File: config.mk
export PLATFORM = sky130hd
export DESIGN_NAME = bram_port_arbiter
export DESIGN_NICKNAME = d
export VERILOG_FILES = /design/src/rtl/dror_pkg.sv /design/src/rtl/bram_port_arbiter_rd_tag_pipe.sv /design/src/rtl/bram_port_arbiter.sv
export SDC_FILE = /design/constraint.sdc
export NUM_CORES = 1
export LEC_CHECK = 0
export CORE_AREA = 10 10 665 667
export CTS_CLUSTER_DIAMETER = 100
export DETAILED_ROUTE_END_ITERATION = 7
export DIE_AREA = 0 0 675 677
export MAX_ROUTING_LAYER = met4
export PLACE_DENSITY = 0.3
export SYNTH_ARGS = -nofsm -noshare
export SYNTH_HDL_FRONTEND = slang
export SYNTH_HIERARCHICAL = 1
export SYNTH_SLANG_ARGS = --single-unit
File: constraint.sdc
create_clock -name clock -period 2.5 [get_ports clock]
set_input_delay 0.75 -clock clock [delete_from_list [all_inputs] [get_ports clock]]
set_output_delay 0.75 -clock clock [all_outputs]
set_load 0.02 [all_outputs]
File: src/rtl/dror_pkg.sv
// Shared constants for the coordinate-BRAM access path of the denoising block.
package dror_pkg;

    localparam int unsigned WORD_BYTES = 16;
    localparam int unsigned WORD_SHIFT = $clog2(WORD_BYTES);

    // Bit positions of each requester in a grant vector
    localparam int unsigned REQ_FEED  = 0;
    localparam int unsigned REQ_CACHE = 1;
    localparam int unsigned REQ_WR    = 2;
    localparam int unsigned NUM_REQ   = 3;

    localparam logic [15:0] WE_ALL = 16'hffff;

    function automatic logic [31:0] word_addr(input logic [31:0] idx);
        return idx << WORD_SHIFT;
    endfunction

endpackage

File: src/rtl/bram_port_arbiter_rd_tag_pipe.sv
// Shift register carrying {feed, cache} read tags alongside the BRAM read latency.
module rd_tag_pipe #(
    parameter int unsigned DEPTH = 1
) (
    input  logic       clock,
    input  logic       reset,
    input  logic [1:0] tag_in,
    output logic [1:0] tag_out,
    output logic       busy
);

    logic [1:0] stage_q [DEPTH];

    always_ff @(posedge clock) begin
        if (reset) begin
            for (int i = 0; i < DEPTH; i++) begin
                stage_q[i] <= 2'b00;
            end
        end else begin
            stage_q[0] <= tag_in;
            for (int i = 1; i < DEPTH; i++) begin
                stage_q[i] <= stage_q[i-1];
            end
        end
    end

    always_comb begin
        busy = 1'b0;
        for (int i = 0; i < DEPTH; i++) begin
            busy = busy | (|stage_q[i]);
        end
    end

    assign tag_out = stage_q[DEPTH-1];

endmodule

File: src/rtl/bram_port_arbiter.sv
// Arbitrates the shared x/y/z BRAM port between feeder, cache loader and outlier eraser,
// returning tagged read data after the BRAM latency.
module bram_port_arbiter
    import dror_pkg::*;
#(
    parameter int unsigned IDX_W        = 16,
    parameter int unsigned READ_LATENCY = 1,
    parameter int unsigned STARVE_LIMIT = 8
) (
    input  logic             clock,
    input  logic             reset,
    input  logic             feed_req,
    input  logic [IDX_W-1:0] feed_idx,
    output logic             feed_gnt,
    input  logic             cache_req,
    input  logic [IDX_W-1:0] cache_idx,
    output logic             cache_gnt,
    input  logic             wr_req,
    input  logic [IDX_W-1:0] wr_idx,
    input  logic [127:0]     wr_data_x,
    input  logic [127:0]     wr_data_y,
    input  logic [127:0]     wr_data_z,
    output logic             wr_gnt,
    output logic [127:0]     rdata_x,
    output logic [127:0]     rdata_y,
    output logic [127:0]     rdata_z,
    output logic             feed_rvalid,
    output logic             cache_rvalid,
    output logic             idle,
    output logic [31:0]      addr_x,
    output logic [31:0]      addr_y,
    output logic [31:0]      addr_z,
    output logic [127:0]     write_in_x,
    output logic [127:0]     write_in_y,
    output logic [127:0]     write_in_z,
    input  logic [127:0]     read_out_x,
    input  logic [127:0]     read_out_y,
    input  logic [127:0]     read_out_z,
    output logic             en_x,
    output logic             en_y,
    output logic             en_z,
    output logic             rst_x,
    output logic             rst_y,
    output logic             rst_z,
    output logic [15:0]      we_x,
    output logic [15:0]      we_y,
    output logic [15:0]      we_z
);

    localparam int unsigned STARVE_W = $clog2(STARVE_LIMIT + 2);

    logic [STARVE_W-1:0] starve_q;
    logic [NUM_REQ-1:0]  gnt;
    logic                force_feed;
    logic [IDX_W-1:0]    sel_idx;

    logic [31:0]  addr_q;
    logic         en_q;
    logic [15:0]  we_q;
    logic [127:0] wdata_x_q, wdata_y_q, wdata_z_q;
    logic [1:0]   rd_tag_q;
    logic [1:0]   tag_out;
    logic         pipe_busy;

    always_comb begin
        gnt        = '0;
        force_feed = feed_req && (starve_q == STARVE_W'(STARVE_LIMIT));
        if (!reset) begin
            if (force_feed) begin
                gnt[REQ_FEED] = 1'b1;
            end else if (wr_req) begin
                gnt[REQ_WR] = 1'b1;
            end else if (cache_req) begin
                gnt[REQ_CACHE] = 1'b1;
            end else if (feed_req) begin
                gnt[REQ_FEED] = 1'b1;
            end
        end
    end

    // Address follows the winner, not the highest request, so a forced feed uses feed_idx
    always_comb begin
        if (gnt[REQ_WR]) begin
            sel_idx = wr_idx;
        end else if (gnt[REQ_CACHE]) begin
            sel_idx = cache_idx;
        end else begin
            sel_idx = feed_idx;
        end
    end

    always_ff @(posedge clock) begin
        if (reset) begin
            starve_q  <= '0;
            addr_q    <= '0;
            en_q      <= 1'b0;
            we_q      <= '0;
            wdata_x_q <= '0;
            wdata_y_q <= '0;
            wdata_z_q <= '0;
            rd_tag_q  <= 2'b00;
        end else begin
            if (feed_req && !gnt[REQ_FEED]) begin
                starve_q <= starve_q + 1'b1;
            end else begin
                starve_q <= '0;
            end
            en_q     <= |gnt;
            we_q     <= gnt[REQ_WR] ? WE_ALL : 16'h0000;
            rd_tag_q <= {gnt[REQ_FEED], gnt[REQ_CACHE]};
            if (|gnt) begin
                addr_q <= word_addr(32'(sel_idx));
            end
            if (gnt[REQ_WR]) begin
                wdata_x_q <= wr_data_x;
                wdata_y_q <= wr_data_y;
                wdata_z_q <= wr_data_z;
            end
        end
    end

    rd_tag_pipe #(
        .DEPTH(READ_LATENCY)
    ) u_rd_tag_pipe (
        .clock   (clock),
        .reset   (reset),
        .tag_in  (rd_tag_q),
        .tag_out (tag_out),
        .busy    (pipe_busy)
    );

    assign feed_gnt  = gnt[REQ_FEED];
    assign cache_gnt = gnt[REQ_CACHE];
    assign wr_gnt    = gnt[REQ_WR];

    // Gate with reset so a tag landing in the reset cycle is dropped too
    assign feed_rvalid  = tag_out[1] & ~reset;
    assign cache_rvalid = tag_out[0] & ~reset;

    assign rdata_x = read_out_x;
    assign rdata_y = read_out_y;
    assign rdata_z = read_out_z;

    assign idle = !feed_req && !cache_req && !wr_req && !(|rd_tag_q) && !pipe_busy;

    assign addr_x     = addr_q;
    assign addr_y     = addr_q;
    assign addr_z     = addr_q;
    assign en_x       = en_q;
    assign en_y       = en_q;
    assign en_z       = en_q;
    assign we_x       = we_q;
    assign we_y       = we_q;
    assign we_z       = we_q;
    assign write_in_x = wdata_x_q;
    assign write_in_y = wdata_y_q;
    assign write_in_z = wdata_z_q;
    assign rst_x      = 1'b0;
    assign rst_y      = 1'b0;
    assign rst_z      = 1'b0;

endmodule

==> qor.csv, run 1 <==
stage;metric;value;unit
status;Run Error;[ERROR DRT-0255] Maze Route cannot find path of net read_out_x[27] in worker of routeBox ( 627900 96600 ) ( 675000 144900 ).;
grt;GR Overflow Total;0;
synthesis;synth top area cells;dfxtp_1, buf_4, nand2_1;
grt;GRT Total Usage;10.20;%
cts;# H-tree levels;3;
cts;clk root buf;clkbuf_16;
synthesis;Post-Syn Instances;2300;
grt;vias in the first global route;17860;
place;port bufs;925;
grt;first-pass GRT wire length;277700;µm
synthesis;Yosys reg bits;410;
status;Stopped at;5_2_route;
synthesis;Adder-Cell Fraction of Synth Area;0.1373;%
die;Die X;675;µm
die;IO Pins;1745;
die;Starting Density;4.249;%
synthesis;post-synthesis simple-gate area fraction;16.67;%
place;RD Place Congestion;0.8084;
place;DP HPWL;214600;µm
sta;worst_ep grt;wr_gnt;
die;row count;241;
cts;Num CTS Buffers;75;
synthesis;Post-synth top cells;nand2_1, buf_4, dfxtp_1;
synthesis;most common cell in the netlist;nand2_1;
synthesis;Synthesis Warnings;6;
synthesis;syn avg cell area;7.927;µm²
grt;initial antenna violation count;220;
sta;worst-path endpoint category;output port;
status;status;did not finish;
synthesis;count of cell types in the netlist;30;
die;Die Y;677;µm
synthesis;post-synth top area cell;dfxtp_1;
cts;clk buf depth;4;
synthesis;post-synthesis sequential area ratio;45.02;%
synthesis;share of the synthesized area in the top cell type;45.02;%
synthesis;largest family of logic cells by synthesized area;buffers and inverters;
grt;largest net degree at the start of global routing;151;
synthesis;Synth Area in XOR/XNOR;0.09608;%
synthesis;cell area after synthesis;18230;µm²
synthesis;fraction of registers with async set or reset after synthesis;0;%
synthesis;mux contribution to synthesized area;0.8785;%
synthesis;ys flop type;dfxtp_1;
synthesis;Synth Area in Compound Gates;12.07;%
cts;clk sinks;410;
synthesis;Post-synth EDFFs;0;
cts;CTS Hold Bufs;0;
## logic make-up after synthesis
logic type / Yosys count
AND/OR/NAND/NOR: 793
buffers and inverters: 659
AO/OA/AOI/OAI: 417
flip-flops: 410
multiplexers: 16
adder cells (fa/ha/maj): 2
XOR/XNOR: 2
other: 1
## per-stage QoR
stage	worst slack (ps)	instance area [µm²]	cells	util, %
global placement	-1259	30550	8392	7.120
global route	-415.8	32970	8621	7.683
detailed placement	-1216	30550	8392	7.120
CTS	-435.3	32770	8526	7.637
floorplan	76.19	18420	2350	-
## layer usage
metal and track usage [%]:
met5 -, met4 2.944, met3 10.91, met2 14.96
met1 8.704
## what timing repair did
| action | 4_1_cts | 5_1_grt |
|---|---|---|
| endpoints found under the setup margin | 321 | 21 |
| gates cloned | 2 | 0 |
| endpoints found under the hold margin | 0 | 0 |
| pin swaps | 5 | 3 |
| buffers inserted | 2 | 0 |
| gates resized for setup | 653 | 19 |
==> run 2: changes to the inputs <==
--- a/config.mk
+++ b/config.mk
@@ -5,12 +5,10 @@
 export SDC_FILE = /design/constraint.sdc
 export NUM_CORES = 1
 export LEC_CHECK = 0
-export CORE_AREA = 10 10 665 667
-export CTS_CLUSTER_DIAMETER = 100
+export CORE_AREA = 10 10 663 665
 export DETAILED_ROUTE_END_ITERATION = 7
-export DIE_AREA = 0 0 675 677
-export MAX_ROUTING_LAYER = met4
-export PLACE_DENSITY = 0.3
+export DIE_AREA = 0 0 673 675
+export PLACE_DENSITY_LB_ADDON = 0.15
 export SYNTH_ARGS = -nofsm -noshare
 export SYNTH_HDL_FRONTEND = slang
 export SYNTH_HIERARCHICAL = 1
==> qor.csv, run 2 <==
stage;metric;value;unit;change
sta;RSZ-0062 raised after global routing;yes;;
power;VDD IR-drop max;0.4416;mV;
setup_path;CP Buf/Inv Count;3;;
grt;first-pass GRT wire length;238100;µm;was 277700 µm
die;Die X;673;µm;was 675 µm
cts;worst skew pair latency;770;ps;
setup_path;CP endpoint kind;output pin;;
synthesis;fraction of registers with async set or reset after synthesis;0;%;unchanged
grt;GRT Total Usage;8.232;%;was 10.20%
cells_and_area;Finished Core Util;7.832;%;
cts;clk buf depth;4;;unchanged
synthesis;synth top area cells;dfxtp_1, buf_4, nand2_1;;unchanged
grt;GR Overflow Total;0;;unchanged
grt;largest net degree at the start of global routing;131;;was 151
place;RD Place Congestion;0.7651;;was 0.8084
cells_and_area;non-filler cells, final;8555;;
setup_path;Req. time, crit path;1750;ps;
die;Starting Density;4.279;%;was 4.249%
cts;clk root buf;clkbuf_16;;unchanged
setup_path;kind of critical path;reg -> out;;
setup_path;critical path fanouts, max;2;;
sta;Final Setup Violations;3;;
die;Core Footprint;426100;µm²;
sta;Final min period;2769;ps;
cts;Num CTS Buffers;75;;unchanged
synthesis;most common cell in the netlist;nand2_1;;unchanged
cells_and_area;Layout area overhead;83.05;%;
detailed_routing;final wirelength;197300;µm;
power;clock power share;49.4;%;
die;IO Pins;1745;;unchanged
place;port bufs;925;;unchanged
detailed_routing;drc violations;0;;
synthesis;count of cell types in the netlist;30;;unchanged
synthesis;share of the synthesized area in the top cell type;45.02;%;unchanged
worst_hold_path;Min-Delay Path Class;in -> reg;;
power;Leakage;11.97;nW;
sta;Setup Skew;65.41;ps;
cts;# H-tree levels;3;;unchanged
power;logic gate share of total power;17.4;%;
setup_path;cell at the slowest stage of the critical path;dfxtp_2;;
sta;Final Slew Violations;0;;
sta;Max Fclk;361.1;MHz;
detailed_routing;initial DRC count;794;;
power;pwr dens;652.0;nW/µm²;
power;Switching Share;31.44;%;
sta;worst hold slack;407.4;ps;
synthesis;Synthesis Warnings;6;;unchanged
detailed_routing;DR vias;17730;;
cells_and_area;share of layout cells above drive strength 1;17.32;%;
sta;Max-slew headroom;24.63;%;
setup_path;crit-path cells;inv_2 -> ha_4 -> nand4b_4 -> buf_6 -> nand2_8 -> nor2_4 -> buf_12;;
sta;TNS Setup;-628.8;ps;
cells_and_area;commonest non-fill, non-tap cell in the layout;nand2_1;;
setup_path;CP max stage delay;330;ps;
synthesis;ys flop type;dfxtp_1;;unchanged
place;number of instances in the placed design;8404;;was 8392
grt;initial antenna violation count;88;;was 220
cts;Worst-path clk slew;60;ps;
cells_and_area;commonest cells after routing, fill and taps aside;nand2_1, clkdlybuf4s50_1, dfxtp_1;;
die;die area;454300;µm²;
cells_and_area;fillcell total;50070;;
flow_run;max-cap viol count;0;;
status;status;finished, violations left;;was did not finish
synthesis;Post-synth EDFFs;0;;unchanged
sta;period utilisation layout;110.8;%;
die;row count;240;;was 241
synthesis;post-synthesis sequential area ratio;45.02;%;unchanged
sta;Final WS setup;-269.1;ps;
place;DP HPWL;172200;µm;was 214600 µm
synthesis;Post-synth top cells;nand2_1, buf_4, dfxtp_1;;unchanged
detailed_routing;wire per inst;23.06;µm;
detailed_routing;drt first pass iters;5;;
synthesis;post-synth top area cell;dfxtp_1;;unchanged
setup_path;Worst path top cell family by delay;simple AND/OR/NAND/NOR gates;;
synthesis;syn avg cell area;7.927;µm²;unchanged
detailed_routing;Routed Antenna Nets;0;;
synthesis;Yosys reg bits;410;;unchanged
power;sequential share of power;33.2;%;
status;violated checks;negative setup slack;;
detailed_routing;via/cell ratio;2.072;;
synthesis;cell area after synthesis;18230;µm²;unchanged
setup_path;Worst Path Arrival;2020;ps;
cts;CTS tree;done;;
synthesis;Post-Syn Instances;2300;;unchanged
sta;worst slew pin tran;1131;ps;
cells_and_area;layout net count;3619;;
power;Internal Power;14.92;mW;
grt;vias in the first global route;18340;;was 17.86k
power;Psw;6.840;mW;
die;Die Y;675;µm;was 677 µm
cts;clk sinks;410;;unchanged
sta;Final Hold Viols;0;;
cts;CTS Hold Bufs;0;;unchanged
setup_path;startpoint types;flip-flop;;
run 2: cell counts after synthesis:
Identical to the previous run, type by type.
run 2: stage by stage:
step / setup WS, ps / total power [mW] / instance area, µm²
floorplan: 76.19 / 9.666 / 18420
global placement: -1326 / 11.52 / 31000
detailed placement: -1269 / 11.50 / 31000
CTS: -420.1 / 22.64 / 33320
global route: -384.6 / 22.88 / 33320
finish: -269.1 / 21.76 / 33370
run 2: cell families after synthesis:
| family | share of synthesized area [%] |
|---|---|
| buffers and inverters | 25.10 |
| xor gates and xnor gates | 0.09610 |
| muxes | 0.8784 |
| AOI/OAI and AO/OA | 12.07 |
| adders and majority gates | 0.1372 |
| other | 0.02057 |
| and+or+nand+nor | 16.67 |
| DFF | 45.02 |
run 2: worst reg2reg max path: cells and delay by family (launching register included):
kind            cells  cell delay, ps
buf+inv             5            1010
simple gates        3             390
flops               1             330
fa+ha+maj           1             170
compound gates      1             140
run 2: path summary, 6_finish.rpt:
path	end	cells past startpoint	from	slack, ps
worst min register to register	write_in_y[47]	2	write_in_y[47]	450
worst max register to register	write_in_y[95]	10	starve_q[0]	320
worst min-delay path	u_rd_tag_pipe/stage_q[0][0]	4	reset	410
worst max-delay path	wr_gnt	7	starve_q[0]	-270
run 2: routing by layer:
layer,GRT usage [%],part of all wire [%],vias to the layer above
met2,13.30,45,1078
met4,2.919,3.9,44
met1,8.515,36,8406
li1,-,-,7801
met5,0,0.15,-
met3,5.496,15,396
run 2: what timing repair did:
item / 4_1_cts / 5_1_grt
buffers inserted: 2 / 1
pin swaps: 5 / 3
resized for setup: 669 / 27
setup endpoints to repair: 372 / 29
run 2: area by class of cell:
cell class | instances | area, µm² | area share [%]
Timing Repair Buffer | 1022 | 9797 | 29.36
Inverter | 6 | 27.53 | 0.08248
Clock buffer | 104 | 2157 | 6.464
Tap cell | 5687 | 7116 | 21.32
Multi-Input combinational cell | 1281 | 5705 | 17.10
Antenna cell | 21 | 52.55 | 0.1575
Sequential cell | 410 | 8227 | 24.65
Clock inverter | 24 | 290.3 | 0.8698
run 2: power by group through the flow:
stage	sequential (mW)	combinational, mW	clock [mW]
2_1_floorplan	7.69	1.98	0
3_3_place_gp	7.37	4.15	0
3_5_place_dp	7.37	4.13	0
4_1_cts	7.23	3.96	11.5
5_1_grt	7.27	4.10	11.5
6_report	7.22	3.79	10.7
Note: power is estimated with default switching activity, not from simulation.
==> run 3: changes to the inputs <==
--- a/config.mk
+++ b/config.mk
@@ -8,6 +8,7 @@
 export CORE_AREA = 10 10 663 665
 export DETAILED_ROUTE_END_ITERATION = 7
 export DIE_AREA = 0 0 673 675
+export GPL_TIMING_DRIVEN = 0
 export PLACE_DENSITY_LB_ADDON = 0.15
 export SYNTH_ARGS = -nofsm -noshare
 export SYNTH_HDL_FRONTEND = slang
==> qor.csv, run 3 (synthesized netlist as in run 2, its figures left out) <==
stage;metric;value;unit;change
flow_run;max-cap viol count;0;;unchanged
power;sequential share of power;30.9;%;was 33.2%
setup_path;startpoint types;flip-flop;;unchanged
worst_hold_path;hold path startpoint;reset;;unchanged
sta;period utilisation layout;108.1;%;was 110.8%
status;status;finished, violations left;;unchanged
die;Starting Density;4.279;%;unchanged
setup_path;crit-path cells;inv_2 -> ha_4 -> nand4b_4 -> buf_12 -> nand2_8 -> clkbuf_16 -> nor2_4 -> buf_6;;was inv_2 -> ha_4 -> nand4b_4 -> buf_6 -> nand2_8 -> nor2_4 -> buf_12
setup_path;critical path fanouts, max;3;;was 2
worst_hold_path;Hold Path Depth;2;;was 4
power;Psw;7.794;mW;was 6.840 mW
cells_and_area;commonest cells after routing, fill and taps aside;clkdlybuf4s50_1, nand2_1, buf_4;;was nand2_1, clkdlybuf4s50_1, dfxtp_1
setup_path;cell at the slowest stage of the critical path;dfxtp_2;;unchanged
cts;Num CTS Buffers;73;;was 75
die;Core Footprint;426100;µm²;unchanged
setup_path;cell count of the worst reg-to-reg path;10;;unchanged
setup_path;CP endpoint kind;output pin;;unchanged
cells_and_area;area taken by multi-input logic gates;5702;µm²;was 5705 µm²
power;Internal Power;15.51;mW;was 14.92 mW
die;die area;454300;µm²;unchanged
sta;Final Setup Violations;7;;was 3
grt;largest net degree at the start of global routing;13;;was 131
place;port bufs;1309;;was 925
grt;GRT Total Usage;9.564;%;was 8.232%
power;pwr dens;561.2;nW/µm²;was 652.0 nW/µm²
sta;Max-slew headroom;21.87;%;was 24.63%
cells_and_area;Seq. cell area;8239;µm²;was 8227 µm²
cts;clk root buf;clkbuf_16;;unchanged
worst_hold_path;Min-Delay Path Class;in -> reg;;unchanged
cells_and_area;layout net count;4586;;was 3619
cts;# H-tree levels;3;;unchanged
cells_and_area;Finished Core Util;9.745;%;was 7.832%
setup_path;CP max stage delay;330;ps;about the same
die;Die X;673;µm;unchanged
detailed_routing;met3 WL;31230;µm;was 29290 µm
sta;RSZ-0062 raised after global routing;yes;;unchanged
setup_path;Worst Path Arrival;1950;ps;was 2020 ps
status;violated checks;negative setup slack;;unchanged
power;Final Power;23.30;mW;was 21.76 mW
sta;worst slew pin tran;1172;ps;was 1131 ps
cts;Worst-path clk slew;60;ps;about the same
place;DP HPWL;205400;µm;was 172200 µm
place;RD Place Congestion;0.7986;;was 0.7651
detailed_routing;Routed Antenna Nets;0;;unchanged
detailed_routing;DR vias;21140;;was 17.73k
grt;first-pass GRT wire length;276600;µm;was 238100 µm
grt;GR Overflow Total;0;;unchanged
power;clock power share;44.1;%;was 49.4%
place;Placement Setup Slack;-1696;ps;was -1269 ps
grt;vias in the first global route;21850;;was 18.34k
sta;Final Hold Viols;0;;unchanged
setup_path;worst reg2reg startpoint;starve_q[0];;unchanged
setup_path;kind of critical path;reg -> out;;unchanged
place;placed inst area;38700;µm²;was 31000 µm²
cts;clk sinks;410;;unchanged
sta;Setup Skew;67.60;ps;was 65.41 ps
sta;Final Slew Violations;0;;unchanged
die;Die Y;675;µm;unchanged
power;VDD IR-drop max;0.5149;mV;was 0.4416 mV
detailed_routing;initial DRC count;850;;was 794
detailed_routing;DR top layer;met5;;unchanged
die;IO Pins;1745;;unchanged
cts;CTS tree;done;;unchanged
detailed_routing;wire per inst;24.31;µm;was 23.06 µm
power;Switching Share;33.44;%;was 31.44%
sta;Final min period;2702;ps;was 2769 ps
detailed_routing;drc violations;0;;unchanged
power;logic gate share of total power;24.9;%;was 17.4%
die;row count;240;;unchanged
sta;TNS Setup;-634.6;ps;was -628.8 ps
detailed_routing;drt first pass iters;5;;unchanged
cells_and_area;commonest non-fill, non-tap cell in the layout;clkdlybuf4s50_1;;was nand2_1
detailed_routing;met2 WL;112800;µm;was 89750 µm
cts;CTS Hold Bufs;0;;unchanged
cells_and_area;share of layout cells above drive strength 1;25.28;%;was 17.32%
cells_and_area;Layout area overhead;127.8;%;was 83.05%
cells_and_area;fillcell total;49480;;was 50.07k
detailed_routing;via/cell ratio;2.222;;was 2.072
setup_path;Setup crit start;starve_q[0];;unchanged
cells_and_area;Finished Cell Area;41520;µm²;was 33370 µm²
cts;clk buf depth;4;;unchanged
detailed_routing;final wirelength;231300;µm;was 197300 µm
detailed_routing;wl on met1;83170;µm;was 70240 µm
power;Leakage;16.29;nW;was 11.97 nW
cts;worst skew pair latency;810;ps;was 770 ps
setup_path;Req. time, crit path;1750;ps;about the same
grt;initial antenna violation count;130;;was 88
sta;Max Fclk;370.1;MHz;was 361.1 MHz
sta;Final WS setup;-201.9;ps;was -269.1 ps
-- run 3: worst paths after layout --
kind / endpoint / slack, ps
worst max-delay path: wr_gnt / -200
worst min-delay path: u_rd_tag_pipe/stage_q[0][1] / 390
worst max register to register: write_in_y[126] / 190
worst min register to register: write_in_x[84] / 450
-- run 3: layer usage --
layer  GRT usage (%)  vias to the layer above
met5               0                        -
met1           10.01                     9852
li1                -                     9760
met2           16.73                     1203
met3           5.680                      290
met4           1.490                       36
-- run 3: layout make-up --
type | instances | share of cell area [%]
inverters | 6 | 0.06026
clock inverters | 32 | 0.8346
multi-input cells | 1281 | 13.73
clock buffers | 94 | 4.758
well taps | 5687 | 17.14
plain buffers | 648 | 11.55
diodes | 14 | 0.08437
repair buffers | 1343 | 32.00
flip-flops and latches | 410 | 19.84
-- run 3: what timing repair did --
item,in CTS,in global routing
resized for setup,1212,15
setup endpoints to repair,746,60
cloned,7,0
pin swaps,5,0
buffers inserted,28,3
-- run 3: stage by stage --
stage | hold slack [ps] | instances
global route | 297.0 | 9502
CTS | 268.5 | 9507
floorplan | 429.7 | 2350
finish | 386.2 | 9515
detailed placement | 445.3 | 9349
global placement | 445.0 | 9346
-- run 3: critical path: cells and delay by family, from the launching register on --
family	cells	cell delay [ps]
DFF	1	330
and+or+nand+nor	3	250
buffers and inverters	4	450
adders and majority gates	1	160
-- run 3: power by group through the flow --
stage          sequential [mW]  clock (mW)  combinational [mW]
2_1_floorplan             7.69           0                1.98
3_3_place_gp              7.38           0                6.05
3_5_place_dp              7.37           0                6.04
4_1_cts                   7.22        11.0                6.03
5_1_grt                   7.25        11.1                6.23
6_report                  7.21        10.3                5.81
